==> config.mk <==
export PLATFORM = sky130hd
export DESIGN_NAME = i2s_sample_bridge
export DESIGN_NICKNAME = d
export VERILOG_FILES = /design/src/rtl/i2s_sample_bridge.sv
export SDC_FILE = /design/constraint.sdc
export NUM_CORES = 1
export LEC_CHECK = 0
export CAP_MARGIN = 0
export CORE_ASPECT_RATIO = 1.25
export CORE_MARGIN = 5
export CORE_UTILIZATION = 37
export CTS_BUF_LIST = sky130_fd_sc_hd__clkbuf_16
export DETAILED_ROUTE_END_ITERATION = 10
export PLACE_DENSITY = 0.59
export SLEW_MARGIN = 20
export SYNTH_ARGS = -nofsm -noshare
export SYNTH_HDL_FRONTEND = slang
export SYNTH_SLANG_ARGS = --single-unit
export TNS_END_PERCENT = 30
==> constraint.sdc <==
create_clock -name clk -period 5.7 [get_ports clk]
set_input_delay 0.855 -clock clk [delete_from_list [all_inputs] [get_ports clk]]
set_output_delay 0.855 -clock clk [all_outputs]
set_load 0.02 [all_outputs]
==> src/rtl/i2s_sample_bridge.sv <==
// Slave-mode I2S bridge: left ADC word -> in_sample strobe, engine sample -> both DAC slots.
// Optional I2S_BRIDGE_STATS_EN adds frame_count / drop_count statistics outputs.
module i2s_sample_bridge #(
   parameter int data_width = 16,
   parameter int slot_bits  = 32
) (
   input  logic                  clk,
   input  logic                  reset,
   input  logic                  i2s_bclk,
   input  logic                  i2s_lrclk,
   input  logic                  i2s_sdin,
   output logic                  i2s_sdout,
   output logic [data_width-1:0] in_sample,
   output logic                  sample_ready,
   input  logic [data_width-1:0] engine_out_sample,
   input  logic                  engine_ready,
   input  logic                  clear_flags,
`ifdef I2S_BRIDGE_STATS_EN
   output logic [31:0]           frame_count,
   output logic [15:0]           drop_count,
`endif
   output logic                  overrun,
   output logic                  underrun
);

   localparam int CW = $clog2(slot_bits + 1);

   typedef enum logic [1:0] {RX_IDLE, RX_SKIP, RX_SHIFT, RX_DONE} rx_state_t;
   typedef enum logic       {TX_IDLE, TX_SHIFT} tx_state_t;

   logic [2:0] bclk_sync;
   logic [1:0] lr_sync, sd_sync;
   logic       lr_q;

   always_ff @(posedge clk or posedge reset)
      if (reset) begin
         bclk_sync <= '0;
         lr_sync   <= '0;
         sd_sync   <= '0;
      end else begin
         bclk_sync <= {bclk_sync[1:0], i2s_bclk};
         lr_sync   <= {lr_sync[0], i2s_lrclk};
         sd_sync   <= {sd_sync[0], i2s_sdin};
      end

   logic bclk_rise, bclk_fall, lr_s, sdin_s, lr_fell, lr_rose;
   assign bclk_rise = bclk_sync[1] & ~bclk_sync[2];
   assign bclk_fall = ~bclk_sync[1] & bclk_sync[2];
   assign lr_s      = lr_sync[1];
   assign sdin_s    = sd_sync[1];
   assign lr_fell   = bclk_rise & lr_q & ~lr_s;
   assign lr_rose   = bclk_rise & ~lr_q & lr_s;

   // word select is only meaningful at bit-clock rising edges
   always_ff @(posedge clk or posedge reset)
      if (reset)          lr_q <= 1'b0;
      else if (bclk_rise) lr_q <= lr_s;

   // ---------------- receive ----------------
   rx_state_t             rx_state, rx_next;
   logic [CW-1:0]         rx_ctr;
   logic [data_width-2:0] rx_shift;
   logic [data_width-1:0] rx_word;
   logic                  rx_shift_en, rx_ctr_clr, rx_word_done;

   assign rx_word = {rx_shift, sdin_s};

   always_ff @(posedge clk or posedge reset)
      if (reset) rx_state <= RX_IDLE;
      else       rx_state <= rx_next;

   always_comb begin
      rx_next = rx_state;
      case (rx_state)
         RX_IDLE:  if (lr_fell) rx_next = RX_SKIP;
         RX_SKIP:  if (lr_rose) rx_next = RX_IDLE;
                   else if (bclk_rise) rx_next = RX_SHIFT;
         RX_SHIFT: if (lr_rose) rx_next = RX_IDLE;
                   else if (bclk_rise && rx_ctr == CW'(data_width - 1)) rx_next = RX_DONE;
         RX_DONE:  rx_next = RX_IDLE;
         default:  rx_next = RX_IDLE;
      endcase
   end

   always_comb begin
      rx_shift_en  = 1'b0;
      rx_ctr_clr   = 1'b0;
      rx_word_done = 1'b0;
      case (rx_state)
         RX_SKIP:  rx_ctr_clr = bclk_rise & ~lr_rose;
         RX_SHIFT: begin
            rx_shift_en  = bclk_rise & ~lr_rose;
            rx_word_done = bclk_rise & ~lr_rose & (rx_ctr == CW'(data_width - 1));
         end
         default: ;
      endcase
   end

   always_ff @(posedge clk or posedge reset)
      if (reset) begin
         rx_ctr       <= '0;
         rx_shift     <= '0;
         in_sample    <= '0;
         sample_ready <= 1'b0;
         overrun      <= 1'b0;
      end else begin
         if (rx_ctr_clr) rx_ctr <= '0;
         else if (rx_shift_en) begin
            rx_shift <= rx_word[data_width-2:0];
            rx_ctr   <= rx_ctr + CW'(1);
         end
         sample_ready <= rx_word_done & engine_ready;
         if (rx_word_done && engine_ready) in_sample <= rx_word;
         // a busy engine loses the word; the set beats a coincident clear
         if (rx_word_done && !engine_ready) overrun <= 1'b1;
         else if (clear_flags)              overrun <= 1'b0;
      end

   // ---------------- transmit ----------------
   tx_state_t             tx_state, tx_next;
   logic [CW-1:0]         tx_ctr;
   logic [data_width-1:0] tx_hold, tx_shift;
   logic                  ready_q, tx_fresh, tx_pend;
   logic                  tx_capture, tx_load, tx_step, tx_end, tx_left_load;

   assign tx_capture   = engine_ready & ~ready_q;
   assign tx_left_load = tx_load & ~lr_q;

   always_ff @(posedge clk or posedge reset)
      if (reset) tx_state <= TX_IDLE;
      else       tx_state <= tx_next;

   always_comb begin
      tx_next = tx_state;
      if (tx_load) tx_next = TX_SHIFT;
      else if (tx_state == TX_SHIFT && bclk_fall && tx_ctr == CW'(data_width)) tx_next = TX_IDLE;
   end

   // a new slot always restarts the shifter, so a short slot cannot skew the next one
   always_comb begin
      tx_load = bclk_fall & tx_pend;
      tx_step = 1'b0;
      tx_end  = 1'b0;
      if (tx_state == TX_SHIFT && bclk_fall && !tx_pend) begin
         tx_step = (tx_ctr != CW'(data_width));
         tx_end  = (tx_ctr == CW'(data_width));
      end
   end

   always_ff @(posedge clk or posedge reset)
      if (reset) begin
         ready_q   <= 1'b0;
         tx_hold   <= '0;
         tx_fresh  <= 1'b0;
         tx_pend   <= 1'b0;
         tx_shift  <= '0;
         tx_ctr    <= '0;
         i2s_sdout <= 1'b0;
         underrun  <= 1'b0;
      end else begin
         ready_q <= engine_ready;
         if (tx_capture) tx_hold <= engine_out_sample;
         if (tx_capture)        tx_fresh <= 1'b1;
         else if (tx_left_load) tx_fresh <= 1'b0;
         if (bclk_rise && (lr_s != lr_q)) tx_pend <= 1'b1;
         else if (tx_load)                tx_pend <= 1'b0;
         if (tx_load) begin
            i2s_sdout <= tx_hold[data_width-1];
            tx_shift  <= {tx_hold[data_width-2:0], 1'b0};
            tx_ctr    <= CW'(1);
         end else if (tx_step) begin
            i2s_sdout <= tx_shift[data_width-1];
            tx_shift  <= {tx_shift[data_width-2:0], 1'b0};
            tx_ctr    <= tx_ctr + CW'(1);
         end else if (tx_end) begin
            i2s_sdout <= 1'b0;
         end
         if (tx_left_load && !tx_fresh) underrun <= 1'b1;
         else if (clear_flags)          underrun <= 1'b0;
      end

`ifdef I2S_BRIDGE_STATS_EN
   logic drop_evt;
   assign drop_evt = rx_word_done & ~engine_ready;

   always_ff @(posedge clk or posedge reset)
      if (reset) begin
         frame_count <= '0;
         drop_count  <= '0;
      end else if (clear_flags) begin
         frame_count <= 32'(rx_word_done);
         drop_count  <= 16'(drop_evt);
      end else begin
         if (rx_word_done) frame_count <= frame_count + 32'd1;
         if (drop_evt && drop_count != 16'hFFFF) drop_count <= drop_count + 16'd1;
      end
`endif

endmodule

==> impl_metrics.tcl, run 1 <==
set metrics [dict create \
    status "finished, final reports clean" \
    clk-insertion-delay-late_ps 330 \
    clkTransAtPathRegs_ps 60 \
    overflow 0 \
    grt_pass1_vias 2571 \
    synthTopCellsByCount "nand2_1 (94), dfrtp_1 (92), nand3_1 (32), mux2_2 (23), mux2_4 (9)" \
    setup_tns_ps 0 \
    crit_required_ps 5920 \
    hold_class "reg -> reg" \
    worst-path-buf-inv 0 \
    avgSynthCellArea_um2 11.3 \
    synth_top_cell_by_area "dfrtp_1" \
    worst-path-max-fanout 19 \
    power_density_nw_per_um2 346 \
    maxCapViolCount 0 \
    place_ws_ps 3240 \
    worst_slack_ps 3380 \
    final_core_util_pct 45.5 \
    io_buffers 42 \
    die_h_um 123 \
    max-slew-margin-rel_pct 48.3 \
    antenna_left 0 \
    path_cells "and2b_1, and3_1, nand3_4, mux2_4" \
    synth.ff_latch_count 92 \
    syn_area_um2 3760 \
    grt_pass1_wl_mm 12.2 \
    wl_per_cell_um 14.3 \
    met1Wirelength_mm 3.29 \
    hold_path_depth 0 \
    core_um2 10000 \
    place_congestion 0.721 \
    die_w_um 100 \
    grt_start_max_net_pins 51 \
    synthTopCellsByArea "dfrtp_1 (61%), nand2_1 (9.4%), mux2_2 (6.9%)" \
    cp-start-kind "flip-flop" \
    criticalPathCategory "reg -> reg" \
    crit_arrival_ps 2540 \
    drtIter0Drc 101 \
    via_count 2477 \
    yosysMostFrequentCell "nand2_1" \
    area_delta_synth_final_pct 21.2 \
    synth_warnings 0 \
    max-vdd-ir-drop_mv 0.152 \
    postCtsHoldBufs 0 \
    boundaryPins 43 \
    die_area_um2 12300 \
    whs_ps 349 \
    fin_cells 508 \
    rsz0062_at_grt "false" \
    fin_crit_ps 2320 \
    finalNetCount 400 \
    syn_inst 332 \
    fin_skew_ps 5.43 \
    synth_cell_types 35 \
    clock_sinks 92 \
    dr_wl_met3_um 344 \
    clock-root-buffer "clkbuf_16" \
    grtUsageTotal_pct 12.6 \
    fillers 918 \
    synth_top_cell_area_share_pct 61.3 \
    synth_ff_type "dfrtp_1" \
    end_kind "flip-flop" \
    reg2reg_depth 4 \
    cts_buffers 9 \
    dp_cells 492 \
    final_layout_size_suffix_gt1_share_pct 14.5 \
    rows 41 \
    critical_path_depth 4 \
    cts_max_path_buffers 2 \
    routed_via_density 4.88 \
    dp_hpwl_mm 4.72 \
    tightest_slew_ps 774 \
    p_leak_nw 2.12 \
    finalSetupViolCount 0 \
    crit_slowest_cell "and3_1" \
    hold_viol_final 0 \
    post-route-period-util_pct 40.7 \
    drc_errors 0 \
    dr_wl_met2_mm 3.51 \
    postCtsSetupBuffers 0 \
    cpLargestDelayFamily "simple AND/OR/NAND/NOR gates" \
    seq_area_frac_synth_pct 61.3 \
    routed_wl_mm 7.25 \
    highest_layer "met4" \
    drtPass1Iterations 4 \
    async_reset_ff_share_pct 100 \
    maxSlewViolCount 0 \
    num_antenna_cells 0 \
    clock.fmax_mhz 431 \
    cts_tree "done" \
    start_util_pct 37.5 \
    synth-edff-count 0 \
    synth_nets 358 \
    reg2reg_setup_slack_ps 3380 \
    cts_resized 0 \
    cp_slowest_stage_delay_ps 670 \
    htreeDepth 3 \
    antenna_found_initial 0 \
]
[placed cells by master (no fill, tap or decap), types with 5 or more instances in the layout]
cell,Yosys,routed
o21ai_0,7,7
mux2_2,23,23
mux2_4,9,9
nand4_1,5,5
nand2_1,94,94
inv_1,6,5
dfrtp_1,92,92
nand3_1,32,32
clkbuf_16,0,9
clkdlybuf4s50_1,0,42
nor2_1,5,5
[layout make-up]
cell class                      count  area [um^2]  area share (%)
Sequential cell                    92         2300            50.6
Multi-Input combinational cell    221         1360            29.9
Timing Repair Buffer               44          435            9.56
Clock buffer                        9          225            4.95
Tap cell                          129          161            3.54
Clock inverter                      7         42.5           0.934
Inverter                            6         23.8           0.522
[power breakdown]
| group | internal [W] | total [W] | switching (W) |
|---|---|---|---|
| Clock | 0.000293 | 0.000537 | 0.000244 |
| Sequential | 0.000757 | 0.000831 | 0.0000741 |
| Combinational | 0.0000997 | 0.000207 | 0.000107 |
| Total | 0.00115 | 0.00158 | 0.000426 |
[logic make-up after synthesis]
kind of cell / share of synthesized area, %
compound gates: 3.46
mux: 11.6
simple gates: 19.8
flops: 61.3
xor+xnor: 0.466
fa+ha+maj: 0.999
buf+inv: 2.43
[metrics by stage]
| step | instance area, um^2 | power, W |
|---|---|---|
| 2_1_floorplan | 3760 | 0.000981 |
| 3_3_place_gp | 4290 | 0.00104 |
| 3_5_place_dp | 4290 | 0.00106 |
| 4_1_cts | 4550 | 0.00160 |
| 5_1_grt | 4550 | 0.00167 |
| 6_report | 4550 | 0.00158 |
[path summary, 6_finish.rpt]
kind | from | to
setup reg to reg | bclk_sync[2] | in_sample[15]
min in group asynchronous | reset | in_sample[11]
hold / removal | sd_sync[0] | sd_sync[1]
setup / recovery | bclk_sync[2] | in_sample[15]
max in group asynchronous | reset | tx_hold[3]
hold reg to reg | sd_sync[0] | sd_sync[1]
[registers in the layout, summed over array words and instances (netlist names)]
register / cells
ready_q: 1
bclk_sync: 3
in_sample: 16
lr_q: 1
sample_ready: 1
underrun: 1
sd_sync: 2
overrun: 1
rx_ctr: 6
rx_shift: 15
tx_shift: 15
tx_fresh: 1
tx_state: 1
tx_ctr: 6
i2s_sdout: 1
lr_sync: 2
rx_state: 2
tx_pend: 1
tx_hold: 16
[routing by layer]
layer	vias up	GRT usage (%)
met5	-	0
met4	0	4.04
met3	10	4.21
met2	52	20.2
met1	1214	16.0
li1	1201	-
Power figures use the tool's default switching activity.
==> run 2: changes to the inputs <==
- PLACE_DENSITY: 0.59 -> 0.61
- clock period: 5.7 -> 2.1 ns (I/O delays scaled with it)
==> impl_metrics.tcl, run 2 (same netlist as run 1, synthesis figures left out) <==
set metrics [dict create \
    cp_slowest_stage_delay_ps 440 \
    crit_slowest_cell "o21a_1" \
    layout_commonest_cell "nand2_1" \
    p_leak_nw 2.16 \
    finalNetCount 406 \
    cts_resized 0 \
    place_ws_ps 291 \
    whs_ps 347 \
    fillers 952 \
    place_congestion 0.735 \
    routed_via_density 4.90 \
    grt_pass1_wl_mm 12.5 \
    hold_viol_final 0 \
    grtUsageTotal_pct 12.8 \
    drc_errors 0 \
    antenna_found_initial 0 \
    cp-start-kind "flip-flop" \
    via_count 2516 \
    core_um2 10000 \
    max-slew-margin-rel_pct 53.8 \
    max-vdd-ir-drop_mv 0.414 \
    boundaryPins 43 \
    die_h_um 123 \
    hold_class "reg -> reg" \
    reg.largest.list "in_sample: 16 flops, tx_hold: 16 flops" \
    die_w_um 100 \
    clock-root-buffer "clkbuf_16" \
    final_layout_size_suffix_gt1_share_pct 15.4 \
    finalSetupViolCount 0 \
    met1Wirelength_mm 3.29 \
    routed_wl_mm 7.06 \
    status "finished, final reports clean" \
    worst-path-max-fanout 20 \
    worst_slack_ps 281 \
    htreeDepth 3 \
    dp_hpwl_mm 4.65 \
    crit_required_ps 2310 \
    cts_buffers 9 \
    criticalPathCategory "reg -> reg" \
    postCtsSetupBuffers 0 \
    grt_pass1_vias 2626 \
    tightest_slew_ps 693 \
    cts_max_path_buffers 2 \
    dr_wl_met3_um 354 \
    final_core_util_pct 46.3 \
    io_buffers 42 \
    die_area_um2 12300 \
    maxSlewViolCount 0 \
    wl_per_cell_um 13.8 \
    end_kind "flip-flop" \
    path_cells "or3_1, o21a_1, a221oi_1, nor2_1" \
    cts_tree "done" \
    drtIter0Drc 119 \
    dr_wl_met2_mm 3.29 \
    area_delta_synth_final_pct 23.2 \
    final_cell_mix "nand2_1 (94), dfrtp_1 (92), clkdlybuf4s50_1 (42)" \
    num_antenna_cells 0 \
    rows 41 \
    fin_skew_ps 6.27 \
    start_util_pct 37.5 \
    clock.fmax_mhz 550 \
    rsz0062_at_grt "false" \
    fin_crit_ps 1820 \
    setup_tns_ps 0 \
    maxCapViolCount 0 \
    power_density_nw_per_um2 948 \
    drtPass1Iterations 6 \
    clkTransAtPathRegs_ps 60 \
    grt_start_max_net_pins 93 \
    postCtsHoldBufs 0 \
    fin_total_pwr_w 0.00439 \
    crit_arrival_ps 2030 \
    highest_layer "met4" \
    clock_sinks 92 \
    antenna_left 0 \
    overflow 0 \
    post-route-period-util_pct 86.6 \
    clk-insertion-delay-late_ps 330 \
]
==> run 2: cell types whose count changed in the layout (fill, tap and decap cells not counted) <==
cell / delta
clkinv_2: -3
inv_1: +1
buf_12: +1
bufinv_16: +1
buf_4: +5
clkinvlp_4: +1
inv_6: -1
==> run 2: worst paths after layout <==
path	startpoint	endpoint	slack (ps)	cells past startpoint
min in group asynchronous	reset	tx_hold[6]	420	3
worst min register to register	sd_sync[0]	sd_sync[1]	350	0
worst max register to register	tx_ctr[3]	i2s_sdout	280	4
worst max-delay path	tx_ctr[3]	i2s_sdout	280	4
worst min-delay path	sd_sync[0]	sd_sync[1]	350	0
max in group asynchronous	reset	tx_hold[0]	1250	3
==> run 2: final cells by class <==
type / count / area [um^2] / share of cell area [%]
Clock buffer: 9 / 225 / 4.87
Clock inverter: 6 / 57.6 / 1.24
Inverter: 6 / 26.3 / 0.568
Multi-Input combinational cell: 221 / 1360 / 29.4
Sequential cell: 92 / 2300 / 49.7
Tap cell: 129 / 161 / 3.49
Timing Repair Buffer: 50 / 493 / 10.7
==> run 2: through the flow <==
stage / area (um^2) / cells
2_1_floorplan: 3760 / 332
3_3_place_gp: 4350 / 498
3_5_place_dp: 4350 / 498
4_1_cts: 4630 / 513
5_1_grt: 4630 / 513
6_report: 4630 / 513
==> run 2: worst max-delay path, delay by kind of cell (launching register included) <==
family | cells | cell delay (ps)
AOI/OAI and AO/OA | 2 | 780
DFF | 1 | 430
and+or+nand+nor | 2 | 500
==> run 2: metal layers <==
metal | global-route usage [%] | vias up
li1 | - | 1209
met1 | 17.1 | 1247
met2 | 19.4 | 49
met4 | 5.98 | 0
met3 | 3.30 | 11
met5 | 0 | -
==> run 2: power by group <==
part | leakage [nW] | switching (W) | internal, W | total (W)
Clock | 0.136 | 0.000652 | 0.000905 | 0.00156
Combinational | 0.842 | 0.000289 | 0.000283 | 0.000572
Sequential | 1.18 | 0.000201 | 0.00206 | 0.00226
==> run 3: changes to the inputs <==
==> constraint.sdc (replaced) <==
create_clock -name clk -period 2.1 [get_ports clk]
set_input_delay 0.42 -clock clk [delete_from_list [all_inputs] [get_ports clk]]
set_output_delay 0.42 -clock clk [all_outputs]
set_load 0.02 [all_outputs]
==> impl_metrics.tcl, run 3 (same netlist as run 1, synthesis figures left out) <==
set metrics [dict create \
    seqPwrFrac_pct 51.6 \
    area_delta_synth_final_pct 23.8 \
    multi_input_area_um2 1360 \
    worst-path-max-fanout 17 \
    antenna_found_initial 0 \
    clock.fmax_mhz 567 \
    fin_cells 515 \
    postCtsHoldBufs 0 \
    p_int_w 0.00325 \
    routed_via_density 4.93 \
    htreeDepth 3 \
    die_w_um 100 \
    reg2reg_setup_slack_ps 340 \
    rows 41 \
    status "finished, final reports clean" \
    p_leak_nw 2.18 \
    drtIter0Drc 83 \
    core_um2 10000 \
    grt_start_max_net_pins 39 \
    clkTransAtPathRegs_ps 60 \
    dp_hpwl_mm 4.78 \
    tightest_slew_ps 488 \
    finalNetCount 407 \
    layout_commonest_cell "nand2_1" \
    post-route-period-util_pct 84.0 \
    start_util_pct 37.5 \
    rsz0062_at_grt "false" \
    dp_cells 499 \
    fillers 963 \
    grtUsageTotal_pct 12.8 \
    power_frac_comb_pct 13.2 \
    via_count 2538 \
    postCtsSetupBuffers 0 \
    maxCapViolCount 0 \
    grt_pass1_vias 2642 \
    overflow 0 \
    maxSlewViolCount 0 \
    crit_required_ps 2310 \
    p_sw_w 0.00112 \
    power_density_nw_per_um2 940 \
    place_congestion 0.709 \
    fin_crit_ps 1760 \
    crit_arrival_ps 1980 \
    max-vdd-ir-drop_mv 0.495 \
    final_layout_size_suffix_gt1_share_pct 15.5 \
    io_buffers 42 \
    power_frac_clock_pct 35.2 \
    hold_class "reg -> reg" \
    cts_max_path_buffers 2 \
    reg.largest.list "in_sample: 16 flops, tx_hold: 16 flops" \
    fin_skew_ps 6.43 \
    drc_errors 0 \
    clock-root-buffer "clkbuf_16" \
    cts_resized 0 \
    max-slew-margin-rel_pct 67.4 \
    cts_tree "done" \
    cts_buffers 9 \
    hold_viol_final 0 \
    clock_sinks 92 \
    num_antenna_cells 0 \
    routed_wl_mm 7.04 \
    end_kind "flip-flop" \
    finalSetupViolCount 0 \
    boundaryPins 43 \
    sw_frac_of_total_pct 25.7 \
    antenna_left 0 \
    final_cell_mix "nand2_1 (94), dfrtp_1 (92), clkdlybuf4s50_1 (42)" \
    criticalPathCategory "reg -> reg" \
    regArea_um2 2300 \
    clk-insertion-delay-late_ps 330 \
    wl_per_cell_um 13.7 \
    grt_pass1_wl_mm 12.5 \
    die_area_um2 12300 \
    fin_total_pwr_w 0.00437 \
    cp-start-kind "flip-flop" \
    drtPass1Iterations 4 \
    die_h_um 123 \
    setup_tns_ps 0 \
]
## run 3: cell types whose count changed in the layout (fill, tap and decap cells not counted), sizes merged
| cell | change |
|---|---|
| buf | +1 |
| clkinv | +2 |
| clkinvlp | -1 |
## run 3: worst paths after layout
| kind | startpoint | to | cells after the start |
|---|---|---|---|
| max | rx_ctr[0] | in_sample[6] | 4 |
| min | lr_sync[0] | lr_sync[1] | 0 |
| max reg2reg | rx_ctr[0] | in_sample[6] | 4 |
| min reg2reg | lr_sync[0] | lr_sync[1] | 0 |
| max in group asynchronous | reset | rx_ctr[5] | 3 |
| min in group asynchronous | reset | tx_hold[7] | 2 |
## run 3: cell type report
type	instances	area share, %
clock buffer	9	4.84
timing repair buffer	51	11.0
inverter	6	0.565
multi-input combinational	221	29.3
sequential	92	49.5
clock inverter	7	1.26
tap	129	3.47
## run 3: critical path, cell delays in order, from the launching register on
cell and delay [ps]:
dfrtp_1 410, ha_1 200, nor4b_4 320, nand3_4 320
mux2_4 390
## run 3: through the flow
step | worst slack (ps) | hold WS [ps] | cell area, um^2 | utilization [%]
final | 336 | 348 | 4650 | 46.5
after CTS | 310 | 351 | 4650 | 46.5
after global placement | 219 | 334 | 4370 | 43.6
after global routing | 219 | 353 | 4650 | 46.5
after detailed placement | 211 | 338 | 4370 | 43.6
after floorplan | 466 | 331 | 3760 | -
## run 3: routing by layer
layer  vias up  global-route usage [%]  routed length, um
met5         -                       0                  0
met4         0                    6.07                143
met3        10                    2.73                239
met2        45                    20.4               3350
met1      1261                    16.7               3300
li1       1222                       -                  -
## run 3: power by group through the flow
stage          registers, W  logic [W]  clock network (W)
6_report            0.00226   0.000578            0.00154
5_1_grt             0.00229   0.000679            0.00166
4_1_cts             0.00226   0.000592            0.00158
3_5_place_dp        0.00229   0.000590                  0
3_3_place_gp        0.00228   0.000567                  0
2_1_floorplan       0.00224   0.000419                  0
